## config.mk

```make
export PLATFORM = sky130hd
export DESIGN_NAME = switch_debounce8
export DESIGN_NICKNAME = d
export VERILOG_FILES = /design/src/rtl/switch_debounce8.sv
export SDC_FILE = /design/constraint.sdc
export NUM_CORES = 1
export LEC_CHECK = 0
export CAP_MARGIN = 20
export CORE_UTILIZATION = 40
export DETAILED_ROUTE_END_ITERATION = 8
export PLACE_DENSITY = 0.61
export SLEW_MARGIN = 15
export SYNTH_ARGS = -nofsm -noshare
export SYNTH_HDL_FRONTEND = slang
export SYNTH_SLANG_ARGS = --single-unit
```

## constraint.sdc

```tcl
create_clock -name clk -period 4.5 [get_ports clk]
set_input_delay 0.9 -clock clk [delete_from_list [all_inputs] [get_ports clk]]
set_output_delay 0.9 -clock clk [all_outputs]
set_load 0.01 [all_outputs]
```

## src/rtl/switch_debounce8.sv

```systemverilog
`default_nettype none
// ============================================================================
// Module   : switch_debounce8
// Brief    : Synchronise and debounce WIDTH data switches plus an enable
//            switch; emit clean levels, a change strobe and a settled flag.
// Revision : 1.0 - initial release
// ============================================================================
module switch_debounce8 #(
    parameter int WIDTH         = 8,
    parameter int SYNC_STAGES   = 2,
    parameter int STABLE_CYCLES = 16
) (
    input  logic             clk,
    input  logic             rst,
    input  logic [WIDTH-1:0] sw_i,
    input  logic             en_i,
    output logic [WIDTH-1:0] sw_o,
    output logic             en_o,
    output logic             change_o,
    output logic             stable_o
);

    localparam int              c_n       = WIDTH + 1;
    localparam int              c_cw      = $clog2(STABLE_CYCLES + 1);
    localparam logic [c_cw-1:0] c_cnt_max = c_cw'(STABLE_CYCLES - 1);
    localparam logic [c_cw-1:0] c_cnt_one = c_cw'(1);

    logic [c_n-1:0] w_raw;
    logic [c_n-1:0] r_sync [SYNC_STAGES];
    logic [c_n-1:0] w_s;
    logic [c_n-1:0] r_deb;
    logic [c_n-1:0] w_update;
    logic           r_change;

    // Enable rides as the top channel so all channels share one datapath.
    assign w_raw = {en_i, sw_i};
    assign w_s   = r_sync[SYNC_STAGES-1];

    always_ff @(posedge clk or posedge rst) begin
        if (rst) begin
            for (int i = 0; i < SYNC_STAGES; i++) begin
                r_sync[i] <= '0;
            end
        end else begin
            r_sync[0] <= w_raw;
            for (int i = 1; i < SYNC_STAGES; i++) begin
                r_sync[i] <= r_sync[i-1];
            end
        end
    end

    for (genvar g = 0; g < c_n; g++) begin : g_chan
        logic [c_cw-1:0] r_cnt;

        assign w_update[g] = (w_s[g] != r_deb[g]) && (r_cnt == c_cnt_max);

        always_ff @(posedge clk or posedge rst) begin
            if (rst) begin
                r_cnt <= '0;
            end else if (w_s[g] == r_deb[g] || w_update[g]) begin
                r_cnt <= '0;
            end else begin
                r_cnt <= r_cnt + c_cnt_one;
            end
        end
    end

    // A channel that completes its count flips its debounced level.
    always_ff @(posedge clk or posedge rst) begin
        if (rst) begin
            r_deb    <= '0;
            r_change <= 1'b0;
        end else begin
            r_deb    <= r_deb ^ w_update;
            r_change <= |w_update;
        end
    end

    assign sw_o     = r_deb[WIDTH-1:0];
    assign en_o     = r_deb[WIDTH];
    assign change_o = r_change;
    assign stable_o = (w_s == r_deb);

endmodule
`default_nettype wire

```

==> metrics.yaml, run 1 <==
status: "complete, no violations"
tightestPinTransition_ps: 727
place_congestion: 0.667
n_fill_cell: 628
drt_iter0_markers: 59
hold_class: "flop to flop"
tns_ps: 0
crit_path_end_kind: "primary output"
fin_area_um2: 3390
synth_cells: 227
cts-hold-fix-buffers: 0
layout-drive-gt1-share: 0.102
htreeDepth: 3
maxSlewViolCount: 0
die_area_um2: 7490
fin_cells: 360
numPortBuffers: 21
fmax_mhz: 336
drc: 0
dp_cells: 345
grt_first_pass_wirelength_um: 7490
grt_usage: 0.138
slew_headroom: 0.514
rsz0062_at_grt: "false"
clockBufferDepth: 2
path_cells: "xor2_1 > nor4_1 > nand2_1 > nor4_2 > clkdlybuf4s50_1"
crit_buf_inv: 1
grt_pass1_vias: 1707
finClkSkew_ps: 7.52
crit_fanout: 3
wl_per_cell_um: 11.7
avgSynthCellArea_um2: 12.6
antenna_cells: 0
cts_resized: 0
fin_crit_ps: 2970
multi_input_area_um2: 962
row_count: 30
cts-root-buf: "clkbuf_8"
initial_core_util: 0.416
hp-start: "r_sync[13]$_DFF_PP0_"
worstSkewPairLatency_ps: 340
ir_drop_v: 0.000223
hpwl_um: 3000
nNetsFinal: 289
antenna_found_initial: 0
top_layer_used: "met4"
ios: 22
finalSetupViolCount: 0
required_ps: 3600
crit_slowest_cell: "clkdlybuf4s50_1"
ys_seq_elements: 73
routed_via_density: 4.45
coreArea_um2: 6870
wl_met2_um: 2000
cap_violations: 0
path_class: "flop to primary output"
netlist_area_um2: 2860
placed_area_um2: 3200
synth_nets: 256
start_kind: "flop"
die_h_um: 86.6
power_density_nw_per_um2: 375
hold_viol: 0
yosysWarnings: 0
wl_met3_um: 226
vias: 1601
met1Wirelength_um: 1900
leakage_nw: 1.66
dr.pass1.iters: 4
fin_crit_sh: 0.661
syn_to_final_growth_pct: 18.6
grt_overflow: 0
cts_tree: "done"
fp.dieW_um: 86.6
cpPeakStageDelay_ps: 590
clkTransAtPathRegs_ps: 70
clock-sinks: 73
ys_types: 17
regArea_um2: 1830
numCtsBuffers: 9
grt_max_degree: 38
final_antenna_net_count: 0
post_cts_buffers: 0
cp_top_family: "buffers and inverters"
finalWirelength_um: 4200
crit_arrival_ps: 2070
synth-seq-area-share: 0.639
reg2reg_from: "g_chan[4].r_cnt[0]$_DFF_PP0_"
==> power breakdown <==
group / internal, mW / switching (mW) / total, mW
clock: 0.282 / 0.221 / 0.502
sequential: 0.684 / 0.0172 / 0.701
combinational: 0.0291 / 0.0396 / 0.0687
total: 0.995 / 0.277 / 1.27
==> final cells by class <==
cell class,instances,share of cell area
inverter,19,0.0210
timing repair buffer,22,0.0642
sequential,73,0.538
tap,96,0.0354
multi-input combinational,135,0.284
clock inverter,3,0.0118
clock buffer,12,0.0457
==> path summary, 6_finish.rpt <==
path                                                     end  slack [ps]  cells after the start
worst min-delay path                        w_s[4]$_DFF_PP0_         350                      0
worst min register to register              w_s[4]$_DFF_PP0_         350                      0
worst max register to register            change_o$_DFF_PP0_        2810                      5
worst max-delay path                                stable_o        1530                      5
min in group asynchronous       g_chan[0].r_cnt[2]$_DFF_PP0_        1000                      2
max in group asynchronous                   w_s[4]$_DFF_PP0_        2560                      3
==> per-layer routing <==
layer,GRT usage,vias to the layer above
met5,0,-
met4,0.0591,0
met3,0.0686,6
met2,0.213,23
met1,0.163,776
li1,-,796
==> cells in the final DEF (no fill, tap or decap) <==
cell type	n
dfrtp_1	73
a221oi_2	1
nand2b_1	9
nor4_2	1
bufinv_16	1
nor4_1	1
and3_1	9
inv_1	18
buf_4	1
nand2_1	1
nand3_1	10
clkbuf_8	11
xnor2_1	9
mux2_2	9
a222oi_1	1
xor2_1	18
a22o_1	1
a22oi_1	1
clkbuf_1	1
nor2_1	46
clkinv_2	2
clkdlybuf4s50_1	21
inv_2	1
ha_1	18
==> logic make-up after synthesis <==
group,after synthesis,synth area share
and+or+nand+nor,77,0.125
DFF,73,0.639
xor gates and xnor gates,27,0.0827
buffers and inverters,19,0.0249
adders and majority gates,18,0.0787
muxes,9,0.0354
AOI/OAI and AO/OA,4,0.0144
==> through the flow <==
stage / setup slack, ps / power, mW / hold WS (ps) / utilization
after floorplan: 1750 / 0.759 / 331 / -
after CTS: 1460 / 1.30 / 352 / 0.494
final: 1530 / 1.27 / 349 / 0.494
after global placement: 1900 / 0.782 / 333 / 0.466
after global routing: 1350 / 1.34 / 358 / 0.494
after detailed placement: 1850 / 0.785 / 336 / 0.466
==> worst register-to-register path, stage by stage, from the launching register on <==
cell and delay, ps:
dfrtp_1 400, ha_1 230, and3_1 190, ha_1 220
a222oi_1 360, nand3_1 150
==> cell usage after synthesis <==
master    count  area, um2
a221oi_2      1       15.0
a222oi_1      1       10.0
a22o_1        1       8.76
a22oi_1       1       7.51
and3_1        9       56.3
dfrtp_1      73       1830
ha_1         18        225
inv_1        19       71.3
mux2_2        9        101
nand2_1       1       3.75
nand2b_1      9       56.3
nand3_1      10       50.1
nor2_1       46        173
nor4_1        1       6.26
nor4_2        1       12.5
xnor2_1       9       78.8
xor2_1       18        158
Power figures use the tool's default switching activity.
==> inputs of run 2 (changes only) <==
Settings changed: PLACE_DENSITY 0.61 to 0.63.
Clock period 4.5 ns to 2.6 ns, I/O delays scaled along.
==> metrics.yaml, run 2 (synthesis gave the netlist of run 1 again) <==
status: "complete, no violations"
multi_input_area_um2: 962
antenna_cells: 0
layout-drive-gt1-share: 0.106
hold_viol: 0
required_ps: 2080
n_fill_cell: 623
p_int_mw: 1.68
p_sw_frac: 0.217
nNetsFinal: 289
htreeDepth: 3
numCtsBuffers: 9
path_class: "flop to primary output"
dr.pass1.iters: 5
path_cells: "xor2_1 > nor4_1 > nand2_1 > nor4_2 > dlygate4sd2_1"
finalWorstSetupSlack_ps: 285
cpPeakStageDelay_ps: 410
hold_depth: 0
fin_crit_ps: 2320
combPwrFrac: 0.056
maxSlewViolCount: 0
tightestPinTransition_ps: 381
hold_class: "flop to flop"
placed_area_um2: 3210
regArea_um2: 1830
dp_slack_ps: 379
fin_util: 0.495
dp_cells: 345
fin_area_um2: 3400
finalWirelength_um: 4130
tns_ps: 0
clkPwrFrac: 0.379
r2r-end: "change_o$_DFF_PP0_"
crit_path_end_kind: "primary output"
rrSetupSlack_ps: 920
ir_drop_v: 0.000418
clock-sinks: 73
initial_core_util: 0.416
final_cell_mix: "dfrtp_1 (73), nor2_1 (46), clkdlybuf4s50_1 (20)"
p_seq_frac: 0.564
grt_first_pass_wirelength_um: 7320
die_h_um: 86.6
wl_met3_um: 217
hp-start: "r_sync[15]$_DFF_PP0_"
cts_resized: 1
routed_via_density: 4.40
wl_per_cell_um: 11.4
cts-root-buf: "clkbuf_8"
syn_to_final_growth_pct: 18.9
hold_end: "w_s[6]$_DFF_PP0_"
grt_pass1_vias: 1654
start_kind: "flop"
drc: 0
coreArea_um2: 6870
finClkSkew_ps: 7.49
finalPower_mw: 2.15
wl_met2_um: 1860
crit_fanout: 3
met1Wirelength_um: 1970
rr_worst_depth: 6
clockBufferDepth: 2
rsz0062_at_grt: "false"
fmax_mhz: 432
place_congestion: 0.701
post_cts_buffers: 0
final_antenna_net_count: 0
ios: 22
drt_iter0_markers: 76
cap_violations: 0
die_area_um2: 7490
switching_power_mw: 0.467
final_common_cell: "dfrtp_1"
worstSkewPairLatency_ps: 330
cts_tree: "done"
crit_slowest_cell: "dfrtp_1"
leakage_nw: 1.67
fin_hold_ws_ps: 343
grt_max_degree: 74
crit_arrival_ps: 1800
fp.dieW_um: 86.6
top_layer_used: "met4"
antenna_found_initial: 0
grt_overflow: 0
row_count: 30
slew_headroom: 0.746
numPortBuffers: 21
fin_crit_sh: 0.891
reg2reg_from: "g_chan[7].r_cnt[0]$_DFF_PP0_"
power_density_nw_per_um2: 633
finalSetupViolCount: 0
clkTransAtPathRegs_ps: 70
vias: 1590
fin_cells: 361
grt_usage: 0.132
cts-hold-fix-buffers: 0
hpwl_um: 2890
==> run 2: cell types whose count changed in the layout (fill, tap and decap cells not counted), sizes merged <==
cell	delta
clkbuf	+2
bufinv	-1
dlygate4sd2	+1
clkdlybuf4s50	-1
==> run 2: power groups by stage <==
stage	Clock (mW)	Sequential (mW)	Combinational, mW
6_report	0.816	1.21	0.122
5_1_grt	0.896	1.22	0.147
4_1_cts	0.854	1.21	0.126
3_5_place_dp	0	1.24	0.125
3_3_place_gp	0	1.23	0.122
2_1_floorplan	0	1.23	0.0855
==> run 2: final cells by class <==
cell class,instances,share of cell area
clock buffers,14,0.0537
clock inverters,2,0.00294
inverters,19,0.0210
multi-input cells,135,0.283
flip-flops and latches,73,0.537
well taps,96,0.0353
repair buffers,22,0.0673
==> run 2: how the worst max path moves through the flow <==
stage	from	endpoint	slack [ps]
after global routing	flop	stable_o	110
after CTS	flop	stable_o	280
after detailed placement	flop	stable_o	380
after global placement	w_s[2]$_DFF_PP0_	stable_o	380
after floorplan	rst	asynchronous set/reset pin	230
final	flop	stable_o	280
==> run 2: routing by layer <==
metal  GRT usage  vias up
li1            -      795
met1       0.161      764
met2       0.201       22
met3      0.0562        9
met4      0.0636        0
met5           0        -
==> run 2: worst max-delay path, delay by kind of cell, from the launching register on <==
family / cells / cell delay [ps]
buffers and inverters: 1 / 300
DFF: 1 / 410
and+or+nand+nor: 3 / 570
xor gates and xnor gates: 1 / 180
